$ cat config.mk
export PLATFORM = sky130hd
export DESIGN_NAME = sonic_vc_rx_fifo_p0_adapter_flat
export DESIGN_NICKNAME = d
export VERILOG_FILES = /design/src/rtl/sonic_vc_rx_fifo_p0_adapter_if.sv /design/src/rtl/sonic_vc_rx_fifo_p0_adapter.sv /design/src/flat_wrapper.sv
export SDC_FILE = /design/constraint.sdc
export NUM_CORES = 2
export LEC_CHECK = 0
export ABC_AREA = 1
export CAP_MARGIN = 30
export CORE_ASPECT_RATIO = 1.25
export CORE_MARGIN = 3
export CORE_UTILIZATION = 50
export DETAILED_ROUTE_END_ITERATION = 10
export GPL_TIMING_DRIVEN = 0
export PLACE_DENSITY = 0.67
export SKIP_CTS_REPAIR_TIMING = 1
export SYNTH_ARGS = -nofsm -noshare
export SYNTH_HDL_FRONTEND = slang
export SYNTH_SLANG_ARGS = --single-unit
$ cat constraint.sdc
create_clock -name clk -period 6.8 [get_ports clk]
set_clock_uncertainty 0.15 [all_clocks]
set_input_delay 0.68 -clock clk [delete_from_list [all_inputs] [get_ports clk]]
set_output_delay 0.68 -clock clk [all_outputs]
set_load 0.005 [all_outputs]
$ cat src/rtl/sonic_vc_rx_fifo_p0_adapter_if.sv
// Avalon-ST style bundle for the SoNIC VC receive FIFO adapter: RX beat input
// (no backpressure) and ready/valid output toward the downstream parser.
interface sonic_vc_rx_fifo_p0_adapter_if;
   logic         in_valid;
   logic [127:0] in_data;
   logic         in_error;
   logic         in_startofpacket;
   logic         in_endofpacket;
   logic [1:0]   in_empty;
   logic         out_ready;
   logic         out_valid;
   logic [127:0] out_data;
   logic         out_error;
   logic         out_startofpacket;
   logic         out_endofpacket;
   logic [1:0]   out_empty;

   modport master (
      output in_valid, in_data, in_error, in_startofpacket, in_endofpacket, in_empty,
      output out_ready,
      input  out_valid, out_data, out_error, out_startofpacket, out_endofpacket, out_empty
   );

   modport slave (
      input  in_valid, in_data, in_error, in_startofpacket, in_endofpacket, in_empty,
      input  out_ready,
      output out_valid, out_data, out_error, out_startofpacket, out_endofpacket, out_empty
   );
endinterface

$ cat src/rtl/sonic_vc_rx_fifo_p0_adapter.sv
// Show-ahead FIFO between the non-stallable RX datapath and a ready/valid sink;
// overflow drops whole packets and closes truncated ones with an error terminator.
//
//   state  | meaning
//   PASS   | normal operation, beats written while space remains
//   DROP   | discarding the remainder of a packet whose start was lost
//   TERM   | packet truncated, waiting for space to write the error terminator
module sonic_vc_rx_fifo_p0_adapter #(
   parameter int DEPTH = 8,
   parameter int CNT_W = 16
) (
   input  logic                     clk,
   input  logic                     reset_n,
   sonic_vc_rx_fifo_p0_adapter_if.slave st,
   output logic [$clog2(DEPTH):0]   fill_level,
   output logic [CNT_W-1:0]         drop_count,
   output logic                     overflow
);
   localparam int AW = $clog2(DEPTH);
   localparam int EW = 133;
   localparam logic [AW:0]       FULL      = (AW+1)'(DEPTH);
   localparam logic [CNT_W-1:0]  CNT_MAX   = '1;
   localparam logic [EW-1:0]     TERM_BEAT = {128'd0, 1'b1, 1'b0, 1'b1, 2'd0};

   typedef enum logic [1:0] {S_PASS, S_DROP, S_TERM} state_e;

   state_e            state_q, state_d;
   logic              eop_seen_q, eop_seen_d;
   logic              in_pkt_q, in_pkt_d;
   logic [AW-1:0]     wr_ptr_q, wr_ptr_d, rd_ptr_q, rd_ptr_d;
   logic [AW:0]       fill_q, fill_d;
   logic [CNT_W-1:0]  drop_q, drop_d;
   logic              ovf_q, ovf_d;
   logic [EW-1:0]     mem_q [DEPTH];
   logic [EW-1:0]     mem_d [DEPTH];

   logic              space, pop, push, discard, resync, pass_like;
   logic              in_sop, in_eop, in_vld;
   logic [EW-1:0]     wr_entry;

   assign in_vld    = st.in_valid;
   assign in_sop    = st.in_startofpacket;
   assign in_eop    = st.in_endofpacket;
   // Space is judged on the registered count only, so a pop never frees room for a same-cycle push.
   assign space     = fill_q < FULL;
   assign pop       = (fill_q != '0) && st.out_ready;
   assign resync    = (state_q == S_DROP) && in_vld && in_sop;
   assign pass_like = (state_q == S_PASS) || resync;

   always_ff @(posedge clk or negedge reset_n) begin
      if (!reset_n) begin
         state_q    <= S_PASS;
         eop_seen_q <= 1'b0;
      end else begin
         state_q    <= state_d;
         eop_seen_q <= eop_seen_d;
      end
   end

   always_comb begin
      state_d    = state_q;
      eop_seen_d = eop_seen_q;
      case (state_q)
         S_PASS, S_DROP: begin
            if (pass_like && in_vld) begin
               if (space)         state_d = S_PASS;
               else if (in_sop)   state_d = in_eop ? S_PASS : S_DROP;
               else if (in_pkt_q) begin
                  state_d    = S_TERM;
                  eop_seen_d = in_eop;
               end
            end else if ((state_q == S_DROP) && in_vld && in_eop) begin
               state_d = S_PASS;
            end
         end
         S_TERM: begin
            if (in_vld && in_eop) eop_seen_d = 1'b1;
            if (space) begin
               state_d    = (eop_seen_q || (in_vld && in_eop)) ? S_PASS : S_DROP;
               eop_seen_d = 1'b0;
            end
         end
         default: state_d = S_PASS;
      endcase
   end

   always_comb begin
      push     = 1'b0;
      discard  = 1'b0;
      ovf_d    = 1'b0;
      in_pkt_d = in_pkt_q;
      wr_entry = {st.in_data, st.in_error, in_sop, in_eop, st.in_empty};
      case (state_q)
         S_TERM: begin
            discard = in_vld;
            if (space) begin
               push     = 1'b1;
               wr_entry = TERM_BEAT;
               in_pkt_d = 1'b0;
            end
         end
         default: begin
            if (in_vld) begin
               if (pass_like && space) begin
                  push = 1'b1;
                  if (in_eop)      in_pkt_d = 1'b0;
                  else if (in_sop) in_pkt_d = 1'b1;
               end else begin
                  discard = 1'b1;
                  ovf_d   = (state_q == S_PASS);
               end
            end
         end
      endcase
   end

   always_comb begin
      mem_d    = mem_q;
      wr_ptr_d = wr_ptr_q;
      rd_ptr_d = rd_ptr_q;
      fill_d   = fill_q;
      drop_d   = drop_q;
      if (push) begin
         mem_d[wr_ptr_q] = wr_entry;
         wr_ptr_d        = wr_ptr_q + AW'(1);
      end
      if (pop) rd_ptr_d = rd_ptr_q + AW'(1);
      case ({push, pop})
         2'b10:   fill_d = fill_q + (AW+1)'(1);
         2'b01:   fill_d = fill_q - (AW+1)'(1);
         default: fill_d = fill_q;
      endcase
      if (discard && (drop_q != CNT_MAX)) drop_d = drop_q + CNT_W'(1);
   end

   always_ff @(posedge clk or negedge reset_n) begin
      if (!reset_n) begin
         in_pkt_q <= 1'b0;
         wr_ptr_q <= '0;
         rd_ptr_q <= '0;
         fill_q   <= '0;
         drop_q   <= '0;
         ovf_q    <= 1'b0;
         mem_q    <= '{default: '0};
      end else begin
         in_pkt_q <= in_pkt_d;
         wr_ptr_q <= wr_ptr_d;
         rd_ptr_q <= rd_ptr_d;
         fill_q   <= fill_d;
         drop_q   <= drop_d;
         ovf_q    <= ovf_d;
         mem_q    <= mem_d;
      end
   end

   assign {st.out_data, st.out_error, st.out_startofpacket, st.out_endofpacket, st.out_empty} = mem_q[rd_ptr_q];
   assign st.out_valid = (fill_q != '0);
   assign fill_level   = fill_q;
   assign drop_count   = drop_q;
   assign overflow     = ovf_q;
endmodule

$ cat src/flat_wrapper.sv
// flat-port wrapper written by rule: the top's interface ports become plain ports
module sonic_vc_rx_fifo_p0_adapter_flat 
#(
   parameter int DEPTH = 8,
   parameter int CNT_W = 16
)
  (clk, reset_n, fill_level, drop_count, overflow, st_in_valid, st_in_data, st_in_error, st_in_startofpacket, st_in_endofpacket, st_in_empty, st_out_ready, st_out_valid, st_out_data, st_out_error, st_out_startofpacket, st_out_endofpacket, st_out_empty);
  sonic_vc_rx_fifo_p0_adapter_if st_i ();
  input  logic clk;
  input  logic reset_n;
  output logic [$clog2(DEPTH):0] fill_level;
  output logic [CNT_W-1:0] drop_count;
  output logic overflow;
  input wire logic [$bits(st_i.in_valid)-1:0] st_in_valid;
  input wire logic [$bits(st_i.in_data)-1:0] st_in_data;
  input wire logic [$bits(st_i.in_error)-1:0] st_in_error;
  input wire logic [$bits(st_i.in_startofpacket)-1:0] st_in_startofpacket;
  input wire logic [$bits(st_i.in_endofpacket)-1:0] st_in_endofpacket;
  input wire logic [$bits(st_i.in_empty)-1:0] st_in_empty;
  input wire logic [$bits(st_i.out_ready)-1:0] st_out_ready;
  output wire logic [$bits(st_i.out_valid)-1:0] st_out_valid;
  output wire logic [$bits(st_i.out_data)-1:0] st_out_data;
  output wire logic [$bits(st_i.out_error)-1:0] st_out_error;
  output wire logic [$bits(st_i.out_startofpacket)-1:0] st_out_startofpacket;
  output wire logic [$bits(st_i.out_endofpacket)-1:0] st_out_endofpacket;
  output wire logic [$bits(st_i.out_empty)-1:0] st_out_empty;
  assign st_i.in_valid = st_in_valid;
  assign st_i.in_data = st_in_data;
  assign st_i.in_error = st_in_error;
  assign st_i.in_startofpacket = st_in_startofpacket;
  assign st_i.in_endofpacket = st_in_endofpacket;
  assign st_i.in_empty = st_in_empty;
  assign st_i.out_ready = st_out_ready;
  assign st_out_valid = st_i.out_valid;
  assign st_out_data = st_i.out_data;
  assign st_out_error = st_i.out_error;
  assign st_out_startofpacket = st_i.out_startofpacket;
  assign st_out_endofpacket = st_i.out_endofpacket;
  assign st_out_empty = st_i.out_empty;
  sonic_vc_rx_fifo_p0_adapter #(.DEPTH(DEPTH), .CNT_W(CNT_W)) u_core (.clk(clk), .reset_n(reset_n), .st(st_i), .fill_level(fill_level), .drop_count(drop_count), .overflow(overflow));
endmodule
==> flow_metrics.tcl <==
set metrics [dict create \
    status "complete, no violations" \
    cts_buffers 113 \
    core_mm2 0.106 \
    antenna_found_initial 8 \
    layout-drive-gt1-share_pct 5.78 \
    cp-start-kind "flip-flop" \
    fin_crit_ns 5.99 \
    worstPathMaxFanout 10 \
    mostFrequentLayoutCell "nand2_1" \
    grt_pass1_vias 50194 \
    place_congestion 0.898 \
    grt_pass1_wl_um 288000 \
    p_int_mw 18.8 \
    dp_slack_ns 1.62 \
    tns_ns 0 \
    grt_usage_pct 33.2 \
    vias_per_cell 5.52 \
    final_max_slew_viol_count 0 \
    max_slew_margin_pct 27.0 \
    clock_power_share_pct 20.0 \
    worstMarginPinSlew_ns 1.09 \
    pwr-share-comb_pct 47.1 \
    clkLatencyLatePin_ns 0.72 \
    syn_area_mm2 0.0537 \
    ant_nets 0 \
    clk_pin_slew_ns 0.06 \
    yosysWarnings 0 \
    dieArea_mm2 0.111 \
    cp.arrival_ns 5.16 \
    htreeDepth 3 \
    ys_types 25 \
    cts_sinks 1095 \
    hold_path.class "reg -> reg" \
    die_w_um 299 \
    power.leakage_nw 32.5 \
    syn_nets 7499 \
    grt_overflow 0 \
    dpl.hpwl_um 135000 \
    die_h_um 373 \
    fin_cells 9312 \
    wirelength_um 187000 \
    drt-pass1-iter-count 6 \
    hold_ws_ns 0.315 \
    netSwitchingPower_mw 14.7 \
    endpoint_kind "primary output" \
    netlist_instances 7356 \
    ys_seq_elements 1095 \
    drc 0 \
    switching_share_pct 43.8 \
    synthToLayoutAreaGrowth_pct 17.3 \
    via_count 51440 \
    p_per_area_mw_per_mm2 531 \
    drtIter0Drc 4791 \
    rsz0062_at_grt "no" \
    fin_nets 7941 \
    start_util_pct 50.8 \
    path_class "reg -> out" \
    num_io_pins 292 \
    timing.final.crit_share_pct 88.1 \
    io_buffers 291 \
    root_buffer "clkbuf_16" \
    grt_max_degree 170 \
    power_frac_seq_pct 32.9 \
    cap_violations 0 \
    hold_viol_final 0 \
    ys_seq_area_share_pct 51.0 \
    dp.cells 9098 \
    setup_ws_ns 0.812 \
    wl_per_cell_um 20.1 \
    required_ns 5.97 \
    rows 133 \
    cts_buffer_depth 3 \
    avgSynthCellArea_um2 7.31 \
    peakVddDrop_mv 0.284 \
    setup_violations 0 \
    max_freq_mhz 167 \
    cts_tree "yes" \
    final_util_pct 59.6 \
    final_cell_mix "nand2_1, dfrtp_1, nand3_1" \
]
-- synth_stat cells (all sizes together) --
master | instances | area, µm²
nand2 | 2643 | 9930
dfrtp | 1095 | 27400
nand3 | 1085 | 5430
nor2 | 960 | 3610
o21ai | 811 | 4070
clkbuf | 329 | 1240
buf | 239 | 1170
inv | 161 | 604
xnor2 | 12 | 105
ha | 6 | 75.1
xor2 | 5 | 43.8
nand4 | 4 | 25.0
a21oi | 2 | 10.0
and3 | 1 | 6.26
nand3b | 1 | 7.51
nor3 | 1 | 5.00
or2 | 1 | 6.26
-- flip-flops by register name, indices dropped and copies added, names as in the netlist --
name,cells
u_core.mem_q,1064
u_core.drop_count,16
u_core.fill_level,4
u_core.rd_ptr_q,3
u_core.wr_ptr_q,3
u_core.state_q,2
u_core.eop_seen_q,1
u_core.in_pkt_q,1
u_core.overflow,1
-- critical path, stage by stage, from the launching register on --
cell	delay, ns
dfrtp_1	0.52
buf_2	0.57
buf_2	0.64
buf_2	0.57
buf_2	0.50
buf_2	0.35
o21ai_0	0.12
o21ai_0	0.27
nand2_1	0.08
nand2_1	0.23
clkdlybuf4s50_1	0.55
-- final cells by class --
| class | count | area [µm²] |
|---|---|---|
| Buffer | 568 | 2420 |
| Inverter | 161 | 604 |
| Sequential cell | 1095 | 27400 |
| Fill cell | 10076 | 42800 |
| Timing Repair Buffer | 327 | 3550 |
| Antenna cell | 4 | 10.0 |
| Multi-Input combinational cell | 5532 | 23300 |
| Clock buffer | 166 | 3380 |
| Clock inverter | 42 | 591 |
| Tap cell | 1417 | 1770 |
-- per-layer routing --
metal,vias up,global-route usage (%),share of wire [%]
met5,-,0,0.018
met4,4,21.4,6.8
met3,516,3.68,6.1
met2,1866,55.9,48
met1,24657,40.9,39
li1,24397,-,-
-- power groups by stage --
stage / clock [mW] / combinational, mW / sequential (mW)
5_1_grt: 6.99 / 17.5 / 11.3
2_1_floorplan: 0 / 9.00 / 10.6
3_3_place_gp: 0 / 15.2 / 11.1
6_report: 6.68 / 15.8 / 11.0
4_1_cts: 6.73 / 15.7 / 10.9
3_5_place_dp: 0 / 15.6 / 11.0
-- stage by stage --
step	total power, mW	instance area, µm²
after floorplan	19.6	53700
after global placement	26.3	58400
after detailed placement	26.6	59000
after CTS	33.4	63000
after global routing	35.8	63000
final	33.5	63100
-- worst paths after layout --
check	depth (start not counted)	slack, ns	start	to
worst max-delay path	10	0.81	u_core.rd_ptr_q[0]	st_out_endofpacket
worst min-delay path	2	0.31	u_core.mem_q[275]	u_core.mem_q[275]
worst max register to register	15	2.88	u_core.state_q[0]	u_core.fill_level[2]
worst min register to register	2	0.31	u_core.mem_q[275]	u_core.mem_q[275]
max in group asynchronous	5	3.60	reset_n	u_core.mem_q[616]
min in group asynchronous	2	0.32	reset_n	u_core.drop_count[0]
-- cell families after synthesis --
kind of cell    after synthesis  share of synthesized area, %
simple gates               4696                          35.4
fa+ha+maj                     6                         0.140
compound gates              813                          7.59
flops                      1095                          51.0
xor+xnor                     17                         0.277
buf+inv                     729                          5.61
Note: power is estimated with default switching activity, not from simulation.
